$ cat src/rtl/tcp_slice_chain.sv
// Width-generic AXI4-Stream register-slice chain: full-skid, forward-only or bypass
// architecture, with occupancy and transfer-count status outputs.
module tcp_slice_chain #(
  parameter int N_STAGES  = 2,
  parameter int DATA_BITS = 512,
  parameter int KEEP_EN   = 1,
  parameter int ID_BITS   = 6,
  parameter int LAST_EN   = 1,
  parameter int MODE      = 0,
  parameter int CNT_BITS  = 32
) (
  input  logic                                  aclk,
  input  logic                                  areset,
  input  logic                                  s_axis_tvalid,
  output logic                                  s_axis_tready,
  input  logic [DATA_BITS-1:0]                  s_axis_tdata,
  input  logic [DATA_BITS/8-1:0]                s_axis_tkeep,
  input  logic [(ID_BITS > 0 ? ID_BITS : 1)-1:0] s_axis_tid,
  input  logic                                  s_axis_tlast,
  output logic                                  m_axis_tvalid,
  input  logic                                  m_axis_tready,
  output logic [DATA_BITS-1:0]                  m_axis_tdata,
  output logic [DATA_BITS/8-1:0]                m_axis_tkeep,
  output logic [(ID_BITS > 0 ? ID_BITS : 1)-1:0] m_axis_tid,
  output logic                                  m_axis_tlast,
  output logic [$clog2(2*N_STAGES+1)-1:0]       occupancy,
  output logic [CNT_BITS-1:0]                   xfer_cnt
);

  localparam int KW = (KEEP_EN != 0) ? DATA_BITS / 8 : 0;
  localparam int IW = (ID_BITS > 0) ? ID_BITS : 0;
  localparam int LW = (LAST_EN != 0) ? 1 : 0;
  localparam int PW = DATA_BITS + KW + IW + LW;
  localparam int OW = $clog2(2 * N_STAGES + 1);

  logic [PW-1:0]       s_pay, m_pay;
  logic                s_fire, m_fire;
  logic [OW-1:0]       occ_q;
  logic [CNT_BITS-1:0] cnt_q;

  // Disabled sideband fields never reach storage; their outputs are tied to fixed values.
  assign s_pay[DATA_BITS-1:0] = s_axis_tdata;
  assign m_axis_tdata         = m_pay[DATA_BITS-1:0];

  if (KW > 0) begin : g_keep
    assign s_pay[DATA_BITS +: KW] = s_axis_tkeep;
    assign m_axis_tkeep           = m_pay[DATA_BITS +: KW];
  end else begin : g_nokeep
    assign m_axis_tkeep = '1;
  end

  if (IW > 0) begin : g_id
    assign s_pay[DATA_BITS+KW +: IW] = s_axis_tid;
    assign m_axis_tid                = m_pay[DATA_BITS+KW +: IW];
  end else begin : g_noid
    assign m_axis_tid = '0;
  end

  if (LW > 0) begin : g_last
    assign s_pay[PW-1]  = s_axis_tlast;
    assign m_axis_tlast = m_pay[PW-1];
  end else begin : g_nolast
    assign m_axis_tlast = 1'b1;
  end

  if (MODE == 2) begin : g_bypass
    assign m_pay         = s_pay;
    assign m_axis_tvalid = s_axis_tvalid;
    assign s_axis_tready = m_axis_tready;
  end else begin : g_pipe
    logic              rdy_en;
    logic [N_STAGES:0] vld_p;
    logic [N_STAGES:0] rdy_p;
    logic [PW-1:0]     pay_p [N_STAGES+1];

    // rdy_en keeps the input closed during reset and opens it one cycle after release.
    always_ff @(posedge aclk) begin
      if (areset) rdy_en <= 1'b0;
      else        rdy_en <= 1'b1;
    end

    assign vld_p[0]          = s_axis_tvalid && rdy_en;
    assign pay_p[0]          = s_pay;
    assign rdy_p[N_STAGES]   = m_axis_tready;
    assign s_axis_tready     = rdy_en && rdy_p[0];
    assign m_axis_tvalid     = vld_p[N_STAGES];
    assign m_pay             = pay_p[N_STAGES];

    for (genvar i = 0; i < N_STAGES; i++) begin : g_stage
      if (MODE == 0) begin : g_skid
        logic          main_vld_p, skid_vld_p;
        logic [PW-1:0] main_pay_p, skid_pay_p;
        logic          in_fire, out_fire;

        assign in_fire  = vld_p[i] && !skid_vld_p;
        assign out_fire = main_vld_p && rdy_p[i+1];

        // ---- stage i: main/skid pair, ready taken straight from the skid flop ----
        always_ff @(posedge aclk) begin
          if (areset) begin
            main_vld_p <= 1'b0;
            skid_vld_p <= 1'b0;
          end else if (out_fire) begin
            main_vld_p <= skid_vld_p || in_fire;
            skid_vld_p <= 1'b0;
          end else if (in_fire) begin
            main_vld_p <= 1'b1;
            skid_vld_p <= main_vld_p;
          end
        end

        always_ff @(posedge aclk) begin
          if (out_fire)                     main_pay_p <= skid_vld_p ? skid_pay_p : pay_p[i];
          else if (in_fire && !main_vld_p)  main_pay_p <= pay_p[i];
          if (in_fire && main_vld_p && !out_fire) skid_pay_p <= pay_p[i];
        end

        assign rdy_p[i]     = !skid_vld_p;
        assign vld_p[i+1]   = main_vld_p;
        assign pay_p[i+1]   = main_pay_p;
      end else begin : g_fwd
        logic          fwd_vld_p;
        logic [PW-1:0] fwd_pay_p;

        // Ready looks ahead over all later stages instead of chaining stage to stage.
        assign rdy_p[i] = m_axis_tready || !(&vld_p[N_STAGES:i+1]);

        // ---- stage i: single forward register ----
        always_ff @(posedge aclk) begin
          if (areset)        fwd_vld_p <= 1'b0;
          else if (rdy_p[i]) fwd_vld_p <= vld_p[i];
        end

        always_ff @(posedge aclk) begin
          if (rdy_p[i] && vld_p[i]) fwd_pay_p <= pay_p[i];
        end

        assign vld_p[i+1] = fwd_vld_p;
        assign pay_p[i+1] = fwd_pay_p;
      end
    end
  end

  assign s_fire = s_axis_tvalid && s_axis_tready;
  assign m_fire = m_axis_tvalid && m_axis_tready;

  always_ff @(posedge aclk) begin
    if (areset) begin
      occ_q <= '0;
      cnt_q <= '0;
    end else begin
      cnt_q <= cnt_q + CNT_BITS'(m_fire);
      if (s_fire && !m_fire)      occ_q <= occ_q + OW'(1);
      else if (m_fire && !s_fire) occ_q <= occ_q - OW'(1);
    end
  end

  assign occupancy = (MODE == 2) ? '0 : occ_q;
  assign xfer_cnt  = cnt_q;

endmodule

$ cat config.mk
export PLATFORM = sky130hd
export DESIGN_NAME = tcp_slice_chain
export DESIGN_NICKNAME = d
export VERILOG_FILES = /design/src/rtl/tcp_slice_chain.sv
export SDC_FILE = /design/constraint.sdc
export NUM_CORES = 2
export LEC_CHECK = 0
export BUFFER_PORTS_ARGS = -buffer_cell sky130_fd_sc_hd__buf_4
export CORE_AREA = 2 2 470 472
export CTS_CLUSTER_SIZE = 20
export DETAILED_ROUTE_END_ITERATION = 8
export DIE_AREA = 0 0 472 474
export SYNTH_ARGS = -nofsm -noshare
export SYNTH_HDL_FRONTEND = slang
export SYNTH_SLANG_ARGS = --single-unit
$ cat constraint.sdc
create_clock -name aclk -period 68.4 [get_ports aclk]
set_input_delay 13.68 -clock aclk [delete_from_list [all_inputs] [get_ports aclk]]
set_output_delay 13.68 -clock aclk [all_outputs]
set_load 0.05 [all_outputs]
---- Yosys cells after proc, flatten, opt, wreduce, memory -nomap -nowiden ----
Cells that the tools add are included.
word-level totals
  register bits after elaboration ......... 2,372
  input port bits ......................... 587
  output and inout port bits .............. 620
  word-level logic and storage cells ...... 57
operators by class
  add/sub/neg operators ................... 3
  multiplexer cells ....................... 13
  reductions and logical operators ........ 30
operators with widths
  kind                                              number
  two-way mux 583 bit                               6
  adder 32 x 1 -> 32 bit                            1
  logical AND 1 bit                                 14
  nonzero test 2 bit                                5
  zero test 1 bit                                   7
  two-way mux 3 bit                                 2
  two-way mux 1 bit                                 5
  OR reduction 2 bit                                2
  adder 3 x 1 -> 3 bit, second input constant       1
  subtractor 3 x 1 -> 3 bit, second input constant  1
  logical OR 1 bit                                  2

---- Logic depth before layout (Yosys ltp) ----
  depth after elaboration ................. 7
  mapped depth ............................ 9

---- Least setup slack after synthesis ----
OpenSTA, ideal clock, no wires.
  path type ............................... input -> register
  start ................................... in s_axis_tvalid
  end ..................................... reg g_pipe.g_stage[0].g_skid.main_pay_p[0], enable pin
  library setup time ...................... 2.342 ns
  arrival ................................. 54.323 ns
  required time ........................... 66.058 ns
  slack ................................... 11.735 ns
  stages .................................. 2
  buffers on the path ..................... 0
  path through ............................ nand2_1 o21ai_0
on the way
  longest elaborated chain between the ends .. 4
ends and longest elaborated chain
  element                              line  RTL
  from (decl)                          14    input logic s_axis_tvalid,
  logical AND 1 bit                    82    assign vld_p[0] = s_axis_tvalid && rdy_en;
  logical AND 1 bit                    95    assign in_fire = vld_p[i] && !skid_vld_p;
  logical AND 1 bit                    114   else if (in_fire && !main_vld_p) main_pay_p <= pay_p[i];
  nonzero test 2 bit (no source line)  -
  to (signal assigned)                 113   if (out_fire) main_pay_p <= skid_vld_p ? skid_pay_p : pay_p[i];
  to (signal assigned)                 114
  to (decl)                            92    logic [PW-1:0] main_pay_p, skid_pay_p;
No other way between the ends.
A chain may end at the register's enable or synchronous reset.

---- Final worst setup path ----
  start ................................... in m_axis_tready
  end ..................................... reg g_pipe.g_stage[1].g_skid.main_pay_p[338], data pin
on the way
  longest elaborated chain between the ends .. 2
ends and longest elaborated chain
  element               line  RTL
  from (decl)           21    input logic m_axis_tready,
  logical AND 1 bit     96    assign out_fire = main_vld_p && rdy_p[i+1];
  two-way mux 583 bit   113
  to (signal assigned)  113
  to (signal assigned)  114
  to (decl)             92
No other way between the ends.

==> qor.log <==
INFO  placed_design  place.gp.congestion=0.825
INFO  clocking       clock_pin_transition_on_the_worst_setup_and_hold_timing_paths=0.06ns
INFO  power_and_ir_drop p_comb_share=5.6%
INFO  sta            number_of_hold_slack_violations_in_the_final_timing_report=0
INFO  power_and_ir_drop share_seq_of_total_power=53.2%
INFO  clocking       h_tree_depth=4
INFO  logic_synthesis synthDistinctLibCells=39
INFO  clocking       clock_path_buffers=3
INFO  logic_synthesis synth_top_family_by_area=multiplexers
INFO  global_route   antenna_violations_before_repair=40
INFO  sta            max_slew.worst_pin.slew=1.28ns
INFO  sta            timing.final.max_slew_violations=0
INFO  critical_path  timing.critical_path.arrival=18.51ns
INFO  floorplanning  floorplan.io_pins=1,207
INFO  placed_design  detailed_place_hpwl=138,000um
INFO  min_path       hold_path_depth=0
INFO  cells_and_area mostFrequentLayoutCell=sky130_fd_sc_hd__edfxtp_1
INFO  cells_and_area final_net_count=5,784
INFO  floorplanning  die_h=474um
INFO  sta            final_min_period_over_clock_period=26.2%
INFO  critical_path  setup.worst_path.end_class=flop
INFO  detailed_routing drtPass1Iterations=5
INFO  logic_synthesis synth-simple-area-share=0.660%
INFO  cells_and_area multi_input_area=14,200um2
INFO  cells_and_area core_util_final=48.4%
INFO  clocking       cts_tree=yes
INFO  clocking       clk_latency=0.85ns
INFO  critical_path  worstPathMaxFanout=61
INFO  critical_path  worstRegToRegCells=6
INFO  critical_path  crit_path_start_kind=primary input
INFO  power_and_ir_drop powerDensity=29.6nW/um2
INFO  critical_path  ff2ff_setup_slack=62.68ns
INFO  cells_and_area final_area=106,000um2
INFO  clocking       ctsHoldBuffers=0
INFO  logic_synthesis yosysSeqAreaShare=82.6%
INFO  placed_design  placement.cell_area=98,100um2
INFO  logic_synthesis synth_warnings=0
INFO  global_route   grt_pass1_vias=42.4k
INFO  critical_path  critPathRequiredTime=68.97ns
INFO  global_route   grt_first_pass_wirelength=299,000um
INFO  clocking       post_cts_setup_buffer_count=0
INFO  min_path       hold-path-endpoint=g_pipe.g_stage[1].g_skid.skid_pay_p[458]$_DFFE_PP_
INFO  power_and_ir_drop power_report.internal_total=2.45mW
INFO  clocking       post_cts.resized_instances=0
INFO  sta            fmax=55.7MHz
INFO  cells_and_area fraction_of_layout_instances_using_a_drive_strength_above_1=30.1%
INFO  cells_and_area stdcell_count=8,280
INFO  cells_and_area most_used_cells_in_the_layout_excluding_fill_and_tap_cells=sky130_fd_sc_hd__edfxtp_1, sky130_fd_sc_hd__buf_4, sky130_fd_sc_hd__mux2_1
INFO  detailed_routing avgRoutedWirePerCell=25.3um
INFO  cells_and_area flow.area_growth_from_synthesis=23.5%
INFO  power_and_ir_drop leak_pwr=36.7nW
INFO  detailed_routing drtAntennaViolNets=0
INFO  logic_synthesis synthXorXnorAreaFrac=0.143%
INFO  logic_synthesis ys_top_cells_by_area=sky130_fd_sc_hd__edfxtp_1, sky130_fd_sc_hd__mux2_1, sky130_fd_sc_hd__dfxtp_1, sky130_fd_sc_hd__buf_2, sky130_fd_sc_hd__mux2_2
INFO  power_and_ir_drop power.clock.fraction=41.1%
INFO  floorplanning  floorplan.rows=172
INFO  sta            setup_viol=0
INFO  min_path       hold_class=reg2reg
INFO  sta            clock_skew=0.0477ns
INFO  flow_run       max_cap_viol_count=0
INFO  power_and_ir_drop p_total=3.14mW
INFO  cells_and_area final-seq-area=70,800um2
INFO  power_and_ir_drop power_switching_share=22.1%
INFO  critical_path  regToRegStartpoint=g_pipe.g_stage[0].g_skid.main_vld_p$_SDFFE_PP0P_
INFO  floorplanning  die_area=224,000um2
INFO  logic_synthesis synth_area=85,700um2
INFO  logic_synthesis syn_inst=3,842
INFO  placed_design  numPortBuffers=1,206
INFO  detailed_routing initialDrtViolationCount=2,986
INFO  logic_synthesis synth.largest_area_cell=sky130_fd_sc_hd__edfxtp_1
INFO  logic_synthesis yosys.area.top_type_share=81.7%
INFO  logic_synthesis synth.ff_latch_count=2,372
INFO  floorplanning  dieWidth=472um
INFO  power_and_ir_drop p_sw=0.692mW
INFO  global_route   globalRouteTotalUtil=18.2%
INFO  power_and_ir_drop vdd_ir_drop_max=0.0000235V
INFO  critical_path  timing.setup.critical_path_class=in2reg
INFO  detailed_routing remaining_drcs=0
INFO  detailed_routing detail_route.vias_per_cell=5.00
INFO  detailed_routing finalWirelength=210,000um
INFO  global_route   final_global_route_overflow_total=0
INFO  sta            worst_slew_margin_rel=14.4%
INFO  sta            setup_total_negative_slack=0ns
INFO  clocking       cts_sinks=2,372
INFO  clocking       root_buffer=sky130_fd_sc_hd__clkbuf_16
INFO  sta            rsz0062_at_grt=false
INFO  floorplanning  initial_utilization=39.2%
INFO  outcome        run_status=complete, no violations
INFO  sta            timing.final.crit_period=17.94ns
INFO  logic_synthesis synth_mux_area_share=15.4%
INFO  global_route   grt_max_degree=149
INFO  floorplanning  placeableCoreArea=219,000um2
INFO  logic_synthesis synth_compound_gate_area_share=0.274%
INFO  min_path       hp-start=g_pipe.g_stage[0].g_skid.main_pay_p[458]$_DFFE_PP_
INFO  logic_synthesis async_flop_share=0%
INFO  cells_and_area fillers=18.0k
INFO  clocking       cts_buffer_count=239
INFO  detailed_routing num_vias=41.4k
INFO  placed_design  numPlacedInstances=7,823
INFO  logic_synthesis number_of_enable_flip_flop_cells_after_synthesis=2,332
INFO  logic_synthesis syn_nets=4,433
INFO  critical_path  critical_path.reg2reg.endpoint=g_pipe.g_stage[1].g_skid.skid_pay_p[529]$_DFFE_PP_
INFO  logic_synthesis synth_fa_ha_area_share=0.0671%
INFO  logic_synthesis synth.avg_cell_area=22.3um2
INFO  logic_synthesis synthFlopType=sky130_fd_sc_hd__edfxtp_1
==> cell families after synthesis <==
kind of cell	Yosys count
flip-flops	2372
multiplexers	1170
buffers and inverters	148
AND/OR/NAND/NOR	94
AO/OA/AOI/OAI	40
XOR/XNOR	14
adder cells (fa/ha/maj)	4
==> synthesized netlist by cell type, types with 6 or more instances <==
| library cell | number |
|---|---|
| sky130_fd_sc_hd__nand4_1 | 14 |
| sky130_fd_sc_hd__edfxtp_1 | 2332 |
| sky130_fd_sc_hd__mux2_2 | 26 |
| sky130_fd_sc_hd__xor2_1 | 13 |
| sky130_fd_sc_hd__nor2_1 | 18 |
| sky130_fd_sc_hd__mux2_1 | 1143 |
| sky130_fd_sc_hd__o31ai_1 | 9 |
| sky130_fd_sc_hd__o21ai_0 | 9 |
| sky130_fd_sc_hd__nor2b_1 | 6 |
| sky130_fd_sc_hd__nand2_1 | 9 |
| sky130_fd_sc_hd__and3_1 | 6 |
| sky130_fd_sc_hd__nand3_1 | 8 |
| sky130_fd_sc_hd__or4_1 | 9 |
| sky130_fd_sc_hd__dfxtp_1 | 40 |
| sky130_fd_sc_hd__buf_2 | 121 |
| sky130_fd_sc_hd__a21oi_1 | 18 |
| sky130_fd_sc_hd__clkbuf_1 | 14 |
| sky130_fd_sc_hd__inv_1 | 7 |
==> worst max path at each step <==
stage                  start                                                 end  cells past startpoint
4_1_cts        m_axis_tready  g_pipe.g_stage[1].g_skid.skid_pay_p[524]$_DFFE_PP_                      7
6_report       m_axis_tready  g_pipe.g_stage[1].g_skid.main_pay_p[338]$_DFFE_PP_                      9
5_1_grt        m_axis_tready  g_pipe.g_stage[1].g_skid.main_pay_p[360]$_DFFE_PP_                      9
2_1_floorplan  s_axis_tvalid    g_pipe.g_stage[0].g_skid.main_pay_p[0]$_DFFE_PP_                      2
3_3_place_gp   m_axis_tready  g_pipe.g_stage[1].g_skid.skid_pay_p[555]$_DFFE_PP_                      7
3_5_place_dp   m_axis_tready  g_pipe.g_stage[1].g_skid.skid_pay_p[555]$_DFFE_PP_                      7
==> state kept, by name, indices dropped and copies added (netlist names) <==
| register | flops |
|---|---|
| g_pipe.g_stage.g_skid.main_pay_p | 1166 |
| m_axis_tvalid | 1 |
| g_pipe.rdy_en | 1 |
| g_pipe.g_stage.g_skid.main_vld_p | 1 |
| occupancy | 3 |
| g_pipe.g_stage.g_skid.skid_vld_p | 2 |
| g_pipe.g_stage.g_skid.skid_pay_p | 1166 |
| xfer_cnt | 32 |
==> worst max-delay path, stage by stage <==
cell                      delay [ns]
sky130_fd_sc_hd__buf_4          0.13
sky130_fd_sc_hd__nand2_1        0.18
sky130_fd_sc_hd__inv_2          0.10
sky130_fd_sc_hd__nand2_4        0.60
sky130_fd_sc_hd__buf_4          0.75
sky130_fd_sc_hd__buf_4          0.74
sky130_fd_sc_hd__buf_4          0.82
sky130_fd_sc_hd__buf_4          0.84
sky130_fd_sc_hd__mux2_1         0.40
==> final cells by class <==
| class | count | area share, % |
|---|---|---|
| Antenna cell | 9 | 0.0213 |
| Inverter | 8 | 0.0284 |
| Timing Repair Buffer | 1250 | 8.97 |
| Multi-Input combinational cell | 1322 | 13.4 |
| Tap cell | 2871 | 3.39 |
| Clock buffer | 296 | 5.92 |
| Clock inverter | 152 | 1.38 |
| Sequential cell | 2372 | 66.9 |
==> through the flow <==
| step | hold WS, ns | setup slack, ns |
|---|---|---|
| 2_1_floorplan | 0.420 | 11.74 |
| 3_3_place_gp | 0.426 | 49.54 |
| 3_5_place_dp | 0.431 | 49.55 |
| 4_1_cts | 0.405 | 50.47 |
| 5_1_grt | 0.426 | 50.23 |
| 6_report | 0.415 | 50.46 |
==> power by group through the flow <==
| stage | Sequential (mW) | Combinational [mW] | Clock [mW] |
|---|---|---|---|
| 2_1_floorplan | 1.83 | 0.0413 | 0 |
| 3_3_place_gp | 1.70 | 0.176 | 0 |
| 3_5_place_dp | 1.70 | 0.178 | 0 |
| 4_1_cts | 1.67 | 0.180 | 1.32 |
| 5_1_grt | 1.67 | 0.187 | 1.38 |
| 6_report | 1.67 | 0.177 | 1.29 |
==> routing by layer <==
metal | track usage [%] | part of all wire (%) | vias up
met3 | 5.86 | 8.0 | 331
li1 | - | - | 18100
met5 | 0 | 0.13 | -
met1 | 23.3 | 41 | 21600
met2 | 29.7 | 48 | 1368
met4 | 5.04 | 2.4 | 46
Note: power is estimated with default switching activity, not from simulation.
